## config.mk

```make
export PLATFORM = sky130hd
export DESIGN_NAME = counter_sweep_ctrl_flat
export DESIGN_NICKNAME = d
export VERILOG_FILES = /design/src/rtl/counter_sweep_ctrl_pkg.sv /design/src/rtl/counter_sweep_ctrl_if.sv /design/src/rtl/counter_sweep_ctrl_dwell_timer.sv /design/src/rtl/counter_sweep_ctrl.sv /design/src/flat_wrapper.sv
export SDC_FILE = /design/constraint.sdc
export NUM_CORES = 1
export LEC_CHECK = 0
export BUFFER_PORTS_ARGS = -buffer_cell sky130_fd_sc_hd__buf_4
export CORE_AREA = 2 2 71 73
export DETAILED_ROUTE_END_ITERATION = 12
export DIE_AREA = 0 0 73 75
export PLACE_DENSITY_LB_ADDON = 0.12
export SLEW_MARGIN = 20
export SYNTH_ARGS = -nofsm -noshare
export SYNTH_HDL_FRONTEND = slang
export SYNTH_SLANG_ARGS = --single-unit
export TNS_END_PERCENT = 100
```

## constraint.sdc

```tcl
create_clock -name clk -period 4.13 [get_ports clk]
set_input_delay 0.413 -clock clk [delete_from_list [all_inputs] [get_ports clk]]
set_output_delay 0.413 -clock clk [all_outputs]
set_load 0.1 [all_outputs]
```

## src/rtl/counter_sweep_ctrl_pkg.sv

```systemverilog
// -----------------------------------------------------------------------------
// counter_sweep_ctrl_pkg
// Shared definitions for the sweep controller: FSM state encoding, default
// parameter values and a helper that sizes the dwell countdown register.
// -----------------------------------------------------------------------------
package counter_sweep_ctrl_pkg;

  localparam int DEF_WIDTH = 4;  // default counter value width
  localparam int DEF_DWELL = 2;  // default hold cycles at each endpoint
  localparam int LEGS_W    = 3;  // width of legs / leg_idx

  typedef enum logic [2:0] {
    ST_IDLE  = 3'd0,
    ST_LOAD  = 3'd1,
    ST_RUN   = 3'd2,
    ST_DWELL = 3'd3,
    ST_DONE  = 3'd4
  } sweep_state_e;

  // Bits needed to hold the value 'dwell'; never narrower than one bit.
  function automatic int timer_width(input int dwell);
    return (dwell < 2) ? 1 : $clog2(dwell + 1);
  endfunction

endpackage

```

## src/rtl/counter_sweep_ctrl_if.sv

```systemverilog
// -----------------------------------------------------------------------------
// counter_sweep_ctrl_if
// Bundles the sweep request side and the controlled-counter side of the
// sweep controller.
//   master : drives sweep requests and the counter's current value
//   slave  : the controller; drives counter controls and status
// Signals:
//   start, start_value, end_value, legs, abort  - sweep request
//   cnt_count                                   - current counter value
//   cnt_enable, cnt_set, cnt_set_value,
//   cnt_up_down                                 - counter controls
//   busy, done, leg_idx                         - status
// -----------------------------------------------------------------------------
interface counter_sweep_ctrl_if
  import counter_sweep_ctrl_pkg::*;
#(
  parameter int WIDTH = DEF_WIDTH
);

  logic              start;
  logic [WIDTH-1:0]  start_value;
  logic [WIDTH-1:0]  end_value;
  logic [LEGS_W-1:0] legs;
  logic              abort;
  logic [WIDTH-1:0]  cnt_count;

  logic              cnt_enable;
  logic              cnt_set;
  logic [WIDTH-1:0]  cnt_set_value;
  logic              cnt_up_down;
  logic              busy;
  logic              done;
  logic [LEGS_W-1:0] leg_idx;

  modport master (
    output start, start_value, end_value, legs, abort, cnt_count,
    input  cnt_enable, cnt_set, cnt_set_value, cnt_up_down, busy, done, leg_idx
  );

  modport slave (
    input  start, start_value, end_value, legs, abort, cnt_count,
    output cnt_enable, cnt_set, cnt_set_value, cnt_up_down, busy, done, leg_idx
  );

endinterface

```

## src/rtl/counter_sweep_ctrl_dwell_timer.sv

```systemverilog
// -----------------------------------------------------------------------------
// sweep_dwell_timer
// Countdown that measures the hold time at a sweep endpoint.
// Ports:
//   clk       - clock
//   reset     - asynchronous active-low reset
//   i_load    - reload the countdown with DWELL
//   i_tick    - decrement by one (saturates at zero)
//   o_expired - high during the last hold cycle
// -----------------------------------------------------------------------------
module sweep_dwell_timer
  import counter_sweep_ctrl_pkg::*;
#(
  parameter int DWELL = DEF_DWELL
) (
  input  logic clk,
  input  logic reset,
  input  logic i_load,
  input  logic i_tick,
  output logic o_expired
);

  localparam int TW = timer_width(DWELL);

  logic [TW-1:0] r_cnt;

  always_ff @(posedge clk or negedge reset) begin
    if (!reset) begin
      r_cnt <= '0;
    end else if (i_load) begin
      r_cnt <= TW'(DWELL);
    end else if (i_tick && (r_cnt != '0)) begin
      r_cnt <= r_cnt - TW'(1);
    end
  end

  // Loaded with N on entry, so the Nth hold cycle sees the value 1.
  assign o_expired = (r_cnt <= TW'(1));

endmodule

```

## src/rtl/counter_sweep_ctrl.sv

```systemverilog
// -----------------------------------------------------------------------------
// counter_sweep_ctrl
// Drives an external up/down counter back and forth between two endpoints for
// a programmable number of legs, holding DWELL cycles at each endpoint.
// Ports:
//   clk   - clock, rising edge
//   reset - asynchronous active-low reset
//   bus   - counter_sweep_ctrl_if.slave (request, counter, status signals)
// Parameters:
//   WIDTH - counter value width
//   DWELL - hold cycles at each endpoint (0 = no hold)
// -----------------------------------------------------------------------------
module counter_sweep_ctrl
  import counter_sweep_ctrl_pkg::*;
#(
  parameter int WIDTH = DEF_WIDTH,
  parameter int DWELL = DEF_DWELL
) (
  input  logic                  clk,
  input  logic                  reset,
  counter_sweep_ctrl_if.slave   bus
);

  sweep_state_e      r_state;
  sweep_state_e      w_state_next;

  logic [WIDTH-1:0]  r_start_value;
  logic [WIDTH-1:0]  r_origin;
  logic [WIDTH-1:0]  r_target;
  logic [LEGS_W-1:0] r_legs;
  logic [LEGS_W-1:0] r_leg_idx;

  logic              w_at_target;
  logic              w_last_leg;
  logic              w_capture;
  logic              w_leg_advance;
  logic              w_timer_load;
  logic              w_timer_tick;
  logic              w_timer_expired;

  assign w_at_target  = (bus.cnt_count == r_target);
  assign w_last_leg   = (r_leg_idx == r_legs);
  assign w_timer_tick = (r_state == ST_DWELL);

  sweep_dwell_timer #(
    .DWELL (DWELL)
  ) u_dwell_timer (
    .clk       (clk),
    .reset     (reset),
    .i_load    (w_timer_load),
    .i_tick    (w_timer_tick),
    .o_expired (w_timer_expired)
  );

  // State register
  always_ff @(posedge clk or negedge reset) begin
    if (!reset) begin
      r_state <= ST_IDLE;
    end else begin
      r_state <= w_state_next;
    end
  end

  // Next-state logic
  always_comb begin
    w_state_next  = r_state;
    w_capture     = 1'b0;
    w_leg_advance = 1'b0;
    w_timer_load  = 1'b0;
    case (r_state)
      ST_IDLE: begin
        // abort beats a simultaneous start
        if (bus.start && !bus.abort) begin
          w_state_next = ST_LOAD;
          w_capture    = 1'b1;
        end
      end
      ST_LOAD: begin
        w_state_next = bus.abort ? ST_IDLE : ST_RUN;
      end
      ST_RUN: begin
        if (bus.abort) begin
          w_state_next = ST_IDLE;
        end else if (w_at_target) begin
          if (DWELL != 0) begin
            w_state_next = ST_DWELL;
            w_timer_load = 1'b1;
          end else if (w_last_leg) begin
            w_state_next = ST_DONE;
          end else begin
            w_state_next  = ST_RUN;
            w_leg_advance = 1'b1;
          end
        end
      end
      ST_DWELL: begin
        if (bus.abort) begin
          w_state_next = ST_IDLE;
        end else if (w_timer_expired) begin
          if (w_last_leg) begin
            w_state_next = ST_DONE;
          end else begin
            w_state_next  = ST_RUN;
            w_leg_advance = 1'b1;
          end
        end
      end
      ST_DONE: begin
        w_state_next = ST_IDLE;
      end
      default: begin
        w_state_next = ST_IDLE;
      end
    endcase
  end

  // Captured sweep parameters and leg bookkeeping
  always_ff @(posedge clk or negedge reset) begin
    if (!reset) begin
      r_start_value <= '0;
      r_origin      <= '0;
      r_target      <= '0;
      r_legs        <= '0;
      r_leg_idx     <= '0;
    end else if (w_capture) begin
      r_start_value <= bus.start_value;
      r_origin      <= bus.start_value;
      r_target      <= bus.end_value;
      r_legs        <= bus.legs;
      r_leg_idx     <= '0;
    end else if (w_leg_advance) begin
      // Next leg runs back the other way
      r_origin  <= r_target;
      r_target  <= r_origin;
      r_leg_idx <= r_leg_idx + LEGS_W'(1);
    end
  end

  // Outputs. abort gates the counter strobes so the counter holds its
  // value on the edge that returns the FSM to IDLE.
  always_comb begin
    bus.cnt_set       = (r_state == ST_LOAD) && !bus.abort;
    bus.cnt_set_value = (r_state == ST_LOAD) ? r_start_value : '0;
    // Direction is fixed per leg so the counter never wraps to reach target
    bus.cnt_up_down   = (r_state == ST_RUN) && (r_target >= r_origin);
    bus.cnt_enable    = (r_state == ST_RUN) && !w_at_target && !bus.abort;
    bus.busy          = (r_state != ST_IDLE);
    bus.done          = (r_state == ST_DONE);
    bus.leg_idx       = r_leg_idx;
  end

endmodule

```

## src/flat_wrapper.sv

```systemverilog
// flat-port wrapper written by rule: the top's interface ports become plain ports
module counter_sweep_ctrl_flat import counter_sweep_ctrl_pkg::*;
#(
  parameter int WIDTH = DEF_WIDTH,
  parameter int DWELL = DEF_DWELL
)
  (clk, reset, bus_start, bus_start_value, bus_end_value, bus_legs, bus_abort, bus_cnt_count, bus_cnt_enable, bus_cnt_set, bus_cnt_set_value, bus_cnt_up_down, bus_busy, bus_done, bus_leg_idx);
  counter_sweep_ctrl_if #(.WIDTH(WIDTH)) bus_i ();
  input  logic clk;
  input  logic reset;
  input wire logic [$bits(bus_i.start)-1:0] bus_start;
  input wire logic [$bits(bus_i.start_value)-1:0] bus_start_value;
  input wire logic [$bits(bus_i.end_value)-1:0] bus_end_value;
  input wire logic [$bits(bus_i.legs)-1:0] bus_legs;
  input wire logic [$bits(bus_i.abort)-1:0] bus_abort;
  input wire logic [$bits(bus_i.cnt_count)-1:0] bus_cnt_count;
  output wire logic [$bits(bus_i.cnt_enable)-1:0] bus_cnt_enable;
  output wire logic [$bits(bus_i.cnt_set)-1:0] bus_cnt_set;
  output wire logic [$bits(bus_i.cnt_set_value)-1:0] bus_cnt_set_value;
  output wire logic [$bits(bus_i.cnt_up_down)-1:0] bus_cnt_up_down;
  output wire logic [$bits(bus_i.busy)-1:0] bus_busy;
  output wire logic [$bits(bus_i.done)-1:0] bus_done;
  output wire logic [$bits(bus_i.leg_idx)-1:0] bus_leg_idx;
  assign bus_i.start = bus_start;
  assign bus_i.start_value = bus_start_value;
  assign bus_i.end_value = bus_end_value;
  assign bus_i.legs = bus_legs;
  assign bus_i.abort = bus_abort;
  assign bus_i.cnt_count = bus_cnt_count;
  assign bus_cnt_enable = bus_i.cnt_enable;
  assign bus_cnt_set = bus_i.cnt_set;
  assign bus_cnt_set_value = bus_i.cnt_set_value;
  assign bus_cnt_up_down = bus_i.cnt_up_down;
  assign bus_busy = bus_i.busy;
  assign bus_done = bus_i.done;
  assign bus_leg_idx = bus_i.leg_idx;
  counter_sweep_ctrl #(.WIDTH(WIDTH), .DWELL(DWELL)) u_core (.clk(clk), .reset(reset), .bus(bus_i));
endmodule
```

==> run summary, run 1 <==
CTS tree -> built
Avg Vias per Cell -> 5.03
Final ANT Viol Nets -> 0
Worst Reg-to-Reg Cells -> 4
syn_nets -> 150
HP Class -> in2async
part of the cycle the worst path needs -> 0.568
Synth Instances -> 124
Final setup viols -> 0
# IOs -> 31
status -> complete, no violations
layout cell share with drive strength beyond 1 -> 0.294
syn avg cell area -> 10.6 µm²
Crit path buffers/inverters -> 2
Die Width -> 73 µm
DIE HEIGHT -> 75 µm
minimum clock period after layout -> 2.35 ns
CP cell instances -> inv_1 -> ha_1 -> nand2b_1 -> a21o_1 -> a211oi_1 -> nor4_2 -> buf_4
largest net degree at the start of global routing -> 24
Clock Tree Buf Depth -> 2
clk sinks -> 23
Reg2Reg Setup Slack -> 2.39 ns
Max Clk Rate -> 426 MHz
most frequent cells in the layout -> buf_4, dfrtp_1, nand2_1, and2_1
first-pass GRT wire length -> 5.19 mm
Worst Skew -> 0.00947 ns
Routability Congestion -> 0.801
Cell Pwr Density -> 485 nW/µm²
CTS H-tree lvls -> 1
commonest non-fill, non-tap cell in the layout -> buf_4
fin. max-slew vios -> 0
# port buffers -> 30
Hold Buf Count CTS -> 0
Starting Density -> 0.281
WP data required -> 3.72 ns
worst-path fanout max -> 3
synth unique cells -> 40
#FFs+latches synth -> 23
final WL -> 3.11 mm
post-cts sizing count -> 0
DR WL/cell -> 15.0 µm
startpoint types -> register
Pre-antenna DRT Iters -> 4
leakage -> 0.784 nW
core area -> 4660 µm²
maximum vdd drop -> 148 µV
num rows -> 25
# nets final -> 180
Worst Path Arrival -> 1.93 ns
setup slack after layout -> 1.78 ns
FF-to-FF Start -> u_core.r_state[2]
remaining global-route overflow -> 0
TNS Setup -> 0 ns
Critical R2R Capture -> u_core.r_target[1]
crit-path max cell delay -> 0.40 ns
initial antenna violation count -> 0
Final Hold Viols -> 0
Synth warnings -> 0
Max Cap Viol -> 0
# diodes -> 0
Root Buffer -> clkbuf_8
Crit-path slowest cell -> dfrtp_1
largest delay contributor family on the critical path -> compound AO/OA/AOI/OAI gates
HPWL Detailed -> 2.37 mm
register area share after synthesis -> 0.440
final hold slack -> 0.0237 ns
drt first-iter violations -> 58
RSZ-0062 raised after global routing -> false
post-CTS setup buffer count -> 0
Area Growth Syn to Fin -> 23.2%
worst slew pin tran -> 0.590 ns
DRC -> 0
clock latency on the worst-skew pair -> 0.27 ns
cts bufs inserted -> 3
vias in the first global route -> 1079
Total GRT Usage -> 0.127
Worst Setup End Kind -> output port
Vias -> 1041
critical path class -> reg2out
Reg clk slew, reported paths -> 0.09 ns
synthesized area -> 1310 µm²
Setup WS pre-CTS -> 2.06 ns
relative slew slack -> 0.603
Die ar. -> 5480 µm²
[flip-flops by register name (all words and copies together) (netlist names)]
name                        cells
u_core.r_origin                 4
u_core.r_start_value            4
u_core.r_target                 4
u_core.bus.leg_idx              3
u_core.r_legs                   3
u_core.r_state                  3
u_core.u_dwell_timer.r_cnt      2
[logic make-up after synthesis]
family | share of synthesized area
and+or+nand+nor | 0.229
AOI/OAI and AO/OA | 0.143
DFF | 0.440
buffers and inverters | 0.0507
xor gates and xnor gates | 0.0535
adders and majority gates | 0.0669
muxes | 0.0163
[metrics by stage]
stage / area (µm²) / std cells / utilization / total power, mW
after floorplan: 1320 / 124 / - / 0.568
after global placement: 1570 / 203 / 0.336 / 0.642
after detailed placement: 1570 / 203 / 0.336 / 0.651
after CTS: 1610 / 207 / 0.346 / 0.799
after global routing: 1610 / 207 / 0.346 / 0.843
final: 1610 / 207 / 0.346 / 0.783
[worst max path at each step]
stage | startpoint | end | cells after the start
floorplan | u_core.r_state[0] | u_core.r_state[0] | 4
global placement | u_core.r_target[0] | bus_cnt_up_down | 7
detailed placement | bus_cnt_count[1] | bus_cnt_enable | 5
CTS | u_core.r_target[0] | bus_cnt_up_down | 7
global route | u_core.r_target[1] | bus_cnt_enable | 4
finish | u_core.r_target[0] | bus_cnt_up_down | 7
[area by class of cell]
type                       instances  area (µm²)
fill                             469        3050
multi-input combinational         89         673
sequential                        23         576
timing repair buffer              30         225
tap                               54        67.6
clock buffer                       4        45.0
inverter                           7        26.3
[layer usage]
metal  GRT usage  wire length (µm)  up-vias  part of all wire
met5           0                 0        -                 0
met4      0.0473                60        0             0.019
met3      0.0375               136        4             0.044
li1            -                 -      503                 -
met1       0.166              1370      510              0.44
met2       0.198              1540       24              0.50
[power by group]
part           total [mW]  internal, mW  switching, mW  leakage, nW
Clock               0.143        0.0689         0.0745       0.0228
Sequential          0.327         0.279         0.0485        0.292
Combinational       0.312         0.124          0.188        0.470
[Yosys cell counts]
master / instances / area share
a32oi_1: 1 / 0.0067
nand4_1: 1 / 0.0048
ha_1: 7 / 0.067
mux2_2: 1 / 0.0086
o21ai_1: 1 / 0.0038
nor2_2: 1 / 0.0048
buf_4: 1 / 0.0057
o31ai_1: 1 / 0.0057
dfrtp_1: 23 / 0.44
and2_4: 2 / 0.013
nor3b_1: 1 / 0.0057
nand2b_1: 2 / 0.0096
and2_0: 3 / 0.014
and2b_1: 1 / 0.0057
a21oi_2: 1 / 0.0067
a211oi_1: 1 / 0.0057
nor2b_1: 1 / 0.0048
nor3_1: 3 / 0.011
a31oi_1: 1 / 0.0048
nand2_1: 11 / 0.032
buf_6: 2 / 0.017
nor2_1: 2 / 0.0057
a31o_2: 2 / 0.013
and3_4: 1 / 0.0086
and2_1: 8 / 0.038
nor4_1: 4 / 0.019
a21o_1: 5 / 0.029
xor2_1: 4 / 0.027
nand3_2: 1 / 0.0076
nor2b_2: 1 / 0.0067
nor4_4: 1 / 0.016
xnor2_1: 4 / 0.027
or3_1: 2 / 0.0096
mux2i_1: 1 / 0.0076
a221o_1: 7 / 0.054
buf_2: 2 / 0.0076
inv_1: 7 / 0.020
o21ai_0: 2 / 0.0076
a311oi_1: 1 / 0.0067
nand3_1: 3 / 0.011
Note: power is estimated with default switching activity, not from simulation.
==> run 2: changes to the inputs <==
clock period = 2.25 ns   (was 4.13 ns; I/O delays follow)
==> run summary, run 2 (synthesis gave the netlist of run 1 again) <==
clk sinks -> 23
status -> complete, no violations
worst-path fanout max -> 10
num rows -> 25
sw frac -> 0.402
Final Hold Viols -> 0
Avg Vias per Cell -> 4.87
combinational share of power -> 0.421
area of the multi-input gates -> 702 µm²
# diodes -> 0
largest net degree at the start of global routing -> 24
minimum clock period after layout -> 2.11 ns
Worst Path Arrival -> 1.88 ns
Area Growth Syn to Fin -> 28.3%
critical path class -> reg2out
Reg clk slew, reported paths -> 0.09 ns
part of the cycle the worst path needs -> 0.937
Root Buffer -> clkbuf_8
layout cell share with drive strength beyond 1 -> 0.325
# port buffers -> 30
clock latency on the worst-skew pair -> 0.27 ns
switching power -> 0.600 mW
commonest non-fill, non-tap cell in the layout -> buf_4
final WL -> 3.27 mm
Total GRT Usage -> 0.127
first-pass GRT wire length -> 5.31 mm
TNS Setup -> 0 ns
DP Area -> 1600 µm²
Sequential Power Share -> 0.402
Worst Setup End Kind -> output port
Routability Congestion -> 0.728
DRC -> 0
RSZ-0062 raised after global routing -> false
Final setup viols -> 0
startpoint types -> register
CTS H-tree lvls -> 1
Pre-antenna DRT Iters -> 4
Vias -> 1027
final hold slack -> 0.140 ns
Max Cap Viol -> 0
CTS tree -> built
Internal Power -> 0.891 mW
fin. max-slew vios -> 0
FF+latch area -> 576 µm²
largest registers -> u_core.r_origin (4), u_core.r_start_value (4), u_core.r_target (4)
Cell Pwr Density -> 888 nW/µm²
Worst Skew -> 0.00405 ns
drt first-iter violations -> 38
Die ar. -> 5480 µm²
initial antenna violation count -> 0
relative slew slack -> 0.621
maximum vdd drop -> 255 µV
cts bufs inserted -> 3
Hold Crit Depth -> 3
HPWL Detailed -> 2.32 mm
Clock Tree Buf Depth -> 2
WP data required -> 2.03 ns
Starting Density -> 0.281
most frequent cells in the layout -> buf_4, dfrtp_1, nand2_1, and2_1
# IOs -> 31
Reg2Reg Setup Slack -> 0.48 ns
remaining global-route overflow -> 0
Die Width -> 73 µm
total chip power -> 1.49 mW
DR WL/cell -> 15.5 µm
vias in the first global route -> 1056
final instance area -> 1680 µm²
Max Clk Rate -> 474 MHz
Worst Reg-to-Reg Cells -> 6
worst slew pin tran -> 0.568 ns
DIE HEIGHT -> 75 µm
leakage -> 0.810 nW
core area -> 4660 µm²
fill count -> 481
HP Class -> in2reg
clock power share -> 0.177
Final ANT Viol Nets -> 0
# nets final -> 184
[run 2: stage by stage]
stage	utilization	setup slack, ns	cells
global placement	0.343	0.313	204
finish	0.360	0.141	211
floorplan	-	0.0308	124
CTS	0.356	0.0294	209
global route	0.360	0.0189	211
detailed placement	0.343	0.252	204
[run 2: power by group through the flow]
stage | sequential (mW) | combinational, mW | clock [mW]
2_1_floorplan | 0.601 | 0.456 | 0
3_3_place_gp | 0.601 | 0.593 | 0
3_5_place_dp | 0.610 | 0.599 | 0
4_1_cts | 0.601 | 0.620 | 0.281
5_1_grt | 0.616 | 0.698 | 0.288
6_report | 0.600 | 0.628 | 0.264
[run 2: area by class of cell]
type	count	area share
multi-input cells	89	0.418
repair buffers	34	0.156
well taps	54	0.0402
clock buffers	3	0.0246
clock inverters	1	0.00298
flip-flops and latches	23	0.343
inverters	7	0.0156
[run 2: worst paths after layout]
path	from	endpoint
worst max-delay path	u_core.r_state[2]	bus_cnt_set_value[1]
worst min-delay path	bus_legs[0]	u_core.r_legs[0]
worst max register to register	u_core.u_dwell_timer.r_cnt[1]	u_core.r_origin[2]
worst min register to register	u_core.r_start_value[3]	u_core.r_start_value[3]
max in group asynchronous	reset	u_core.r_state[0]
min in group asynchronous	reset	u_core.r_target[1]
[run 2: what timing repair did]
| action | CTS | global route |
|---|---|---|
| setup endpoints to repair | 1 | 1 |
| hold buffers | 1 | 0 |
| resized for setup | 1 | 1 |
| setup buffers | 0 | 2 |
| endpoints found under the hold margin | 23 | 0 |
[run 2: critical path, cell delays in order, from the launching register on]
cell and delay, ns:
dfrtp_1 0.56, nor3b_1 0.56, and2_1 0.21, buf_4 0.29
[run 2: layer usage]
layer | up-vias | routed length [µm] | track usage
met5 | - | 0 | 0
met4 | 0 | 22 | 0.0432
met3 | 2 | 172 | 0.0241
met2 | 28 | 1450 | 0.193
met1 | 491 | 1630 | 0.182
li1 | 506 | - | -
==> run 3: changes to the inputs <==
CORE_AREA = 2 2 90 58   (was 2 2 71 73)
DIE_AREA = 0 0 92 60   (was 0 0 73 75)
==> run summary, run 3 (synthesis gave the netlist of run 1 again) <==
leakage -> 0.800 nW
worst slew pin tran -> 0.482 ns
most frequent cells in the layout -> buf_4, dfrtp_1, nand2_1, and2_1
# IOs -> 31
DRC -> 0
WP data required -> 2.03 ns
fin. max-slew vios -> 0
Detail Route met2 WL -> 1.20 mm
maximum vdd drop -> 292 µV
worst-path fanout max -> 3
Clock Tree Buf Depth -> 2
clock latency on the worst-skew pair -> 0.27 ns
commonest non-fill, non-tap cell in the layout -> buf_4
critical path class -> reg2out
layout cell share with drive strength beyond 1 -> 0.316
Max Cap Viol -> 0
Total GRT Usage -> 0.125
Worst Skew -> 0.00282 ns
final WL -> 3.05 mm
cts bufs inserted -> 3
Die Width -> 92 µm
WL met3 -> 137 µm
top layer in use -> met4
# diodes -> 0
crit-path max cell delay -> 0.39 ns
CTS tree -> built
Worst Setup End Kind -> output port
core area -> 4750 µm²
CP cell instances -> inv_1 -> ha_1 -> nand2b_1 -> a21o_1 -> a211oi_2 -> nor4_4 -> buf_6
Vias -> 1009
vias in the first global route -> 1001
Crit-path slowest cell -> dfrtp_1
Cell Pwr Density -> 875 nW/µm²
Worst Path Arrival -> 1.93 ns
Reg2Reg Setup Slack -> 0.49 ns
# port buffers -> 30
Max Clk Rate -> 464 MHz
CTS H-tree lvls -> 1
Root Buffer -> clkbuf_8
num rows -> 20
Area Growth Syn to Fin -> 28.3%
largest registers -> u_core.r_origin (4), u_core.r_start_value (4), u_core.r_target (4)
minimum clock period after layout -> 2.15 ns
drt first-iter violations -> 39
first-pass GRT wire length -> 5.17 mm
Routability Congestion -> 0.744
relative slew slack -> 0.679
Final setup viols -> 0
HPWL Detailed -> 2.32 mm
# nets final -> 182
final instance area -> 1680 µm²
post-CTS setup buffer count -> 0
Reg clk slew, reported paths -> 0.08 ns
Avg Vias per Cell -> 4.57
RSZ-0062 raised after global routing -> false
TNS Setup -> 0 ns
startpoint types -> register
Finished Layout Cells -> 221
HP Class -> in2reg
status -> complete, no violations
Final ANT Viol Nets -> 0
clk sinks -> 23
total chip power -> 1.47 mW
DIE HEIGHT -> 60 µm
Pre-antenna DRT Iters -> 4
Die ar. -> 5520 µm²
remaining global-route overflow -> 0
DP Area -> 1610 µm²
initial antenna violation count -> 0
Final Hold Viols -> 0
final core occ -> 0.353
DR WL/cell -> 13.8 µm
Starting Density -> 0.275
Met1 Wirelength -> 1.67 mm
Placed Cells incl. Taps -> 216
largest net degree at the start of global routing -> 24
part of the cycle the worst path needs -> 0.957
-- run 3: per-layer routing --
metal | up-vias | global-route usage
li1 | 506 | -
met1 | 480 | 0.187
met2 | 18 | 0.167
met3 | 5 | 0.0366
met4 | 0 | 0.0512
met5 | - | 0
-- run 3: timing repair --
action / 4_1_cts / 5_1_grt
hold buffers: 1 / 0
setup endpoints to repair: 1 / 1
pin swaps: 0 / 0
resized for setup: 1 / 1
endpoints found under the hold margin: 23 / 0
-- run 3: area by class of cell --
| class | instances | area, µm² |
|---|---|---|
| clock buffer | 3 | 41.3 |
| clock inverter | 1 | 5.00 |
| fill | 503 | 3080 |
| inverter | 7 | 26.3 |
| multi-input combinational | 89 | 702 |
| sequential | 23 | 576 |
| tap | 66 | 82.6 |
| timing repair buffer | 32 | 246 |
-- run 3: power breakdown --
group          switching, mW  internal, mW  leakage, nW
Combinational          0.365         0.244        0.483
Sequential            0.0883         0.512        0.292
Clock                  0.137         0.124       0.0255
-- run 3: final timing paths --
| check | startpoint | to | cells after the start |
|---|---|---|---|
| setup / recovery | u_core.r_target[0] | bus_cnt_up_down | 7 |
| hold / removal | bus_legs[0] | u_core.r_legs[0] | 3 |
| setup reg to reg | u_core.r_state[2] | u_core.r_target[3] | 4 |
| hold reg to reg | u_core.r_start_value[1] | u_core.r_start_value[1] | 1 |
| max in group asynchronous | reset | u_core.r_target[2] | 2 |
| min in group asynchronous | reset | u_core.r_state[1] | 2 |
-- run 3: stage by stage --
step | setup WS [ns] | hold slack [ns]
final | 0.0964 | 0.141
after global routing | 0.0105 | 0.141
after CTS | 0.0456 | 0.136
after detailed placement | 0.274 | 0.147
after global placement | 0.320 | 0.142
after floorplan | 0.0308 | -0.0706
-- run 3: critical path, delay by kind of cell, from the launching register on --
family,cells,cell delay (ns)
AOI/OAI and AO/OA,2,0.48
buffers and inverters,2,0.28
adders and majority gates,1,0.28
and+or+nand+nor,2,0.22
DFF,1,0.39
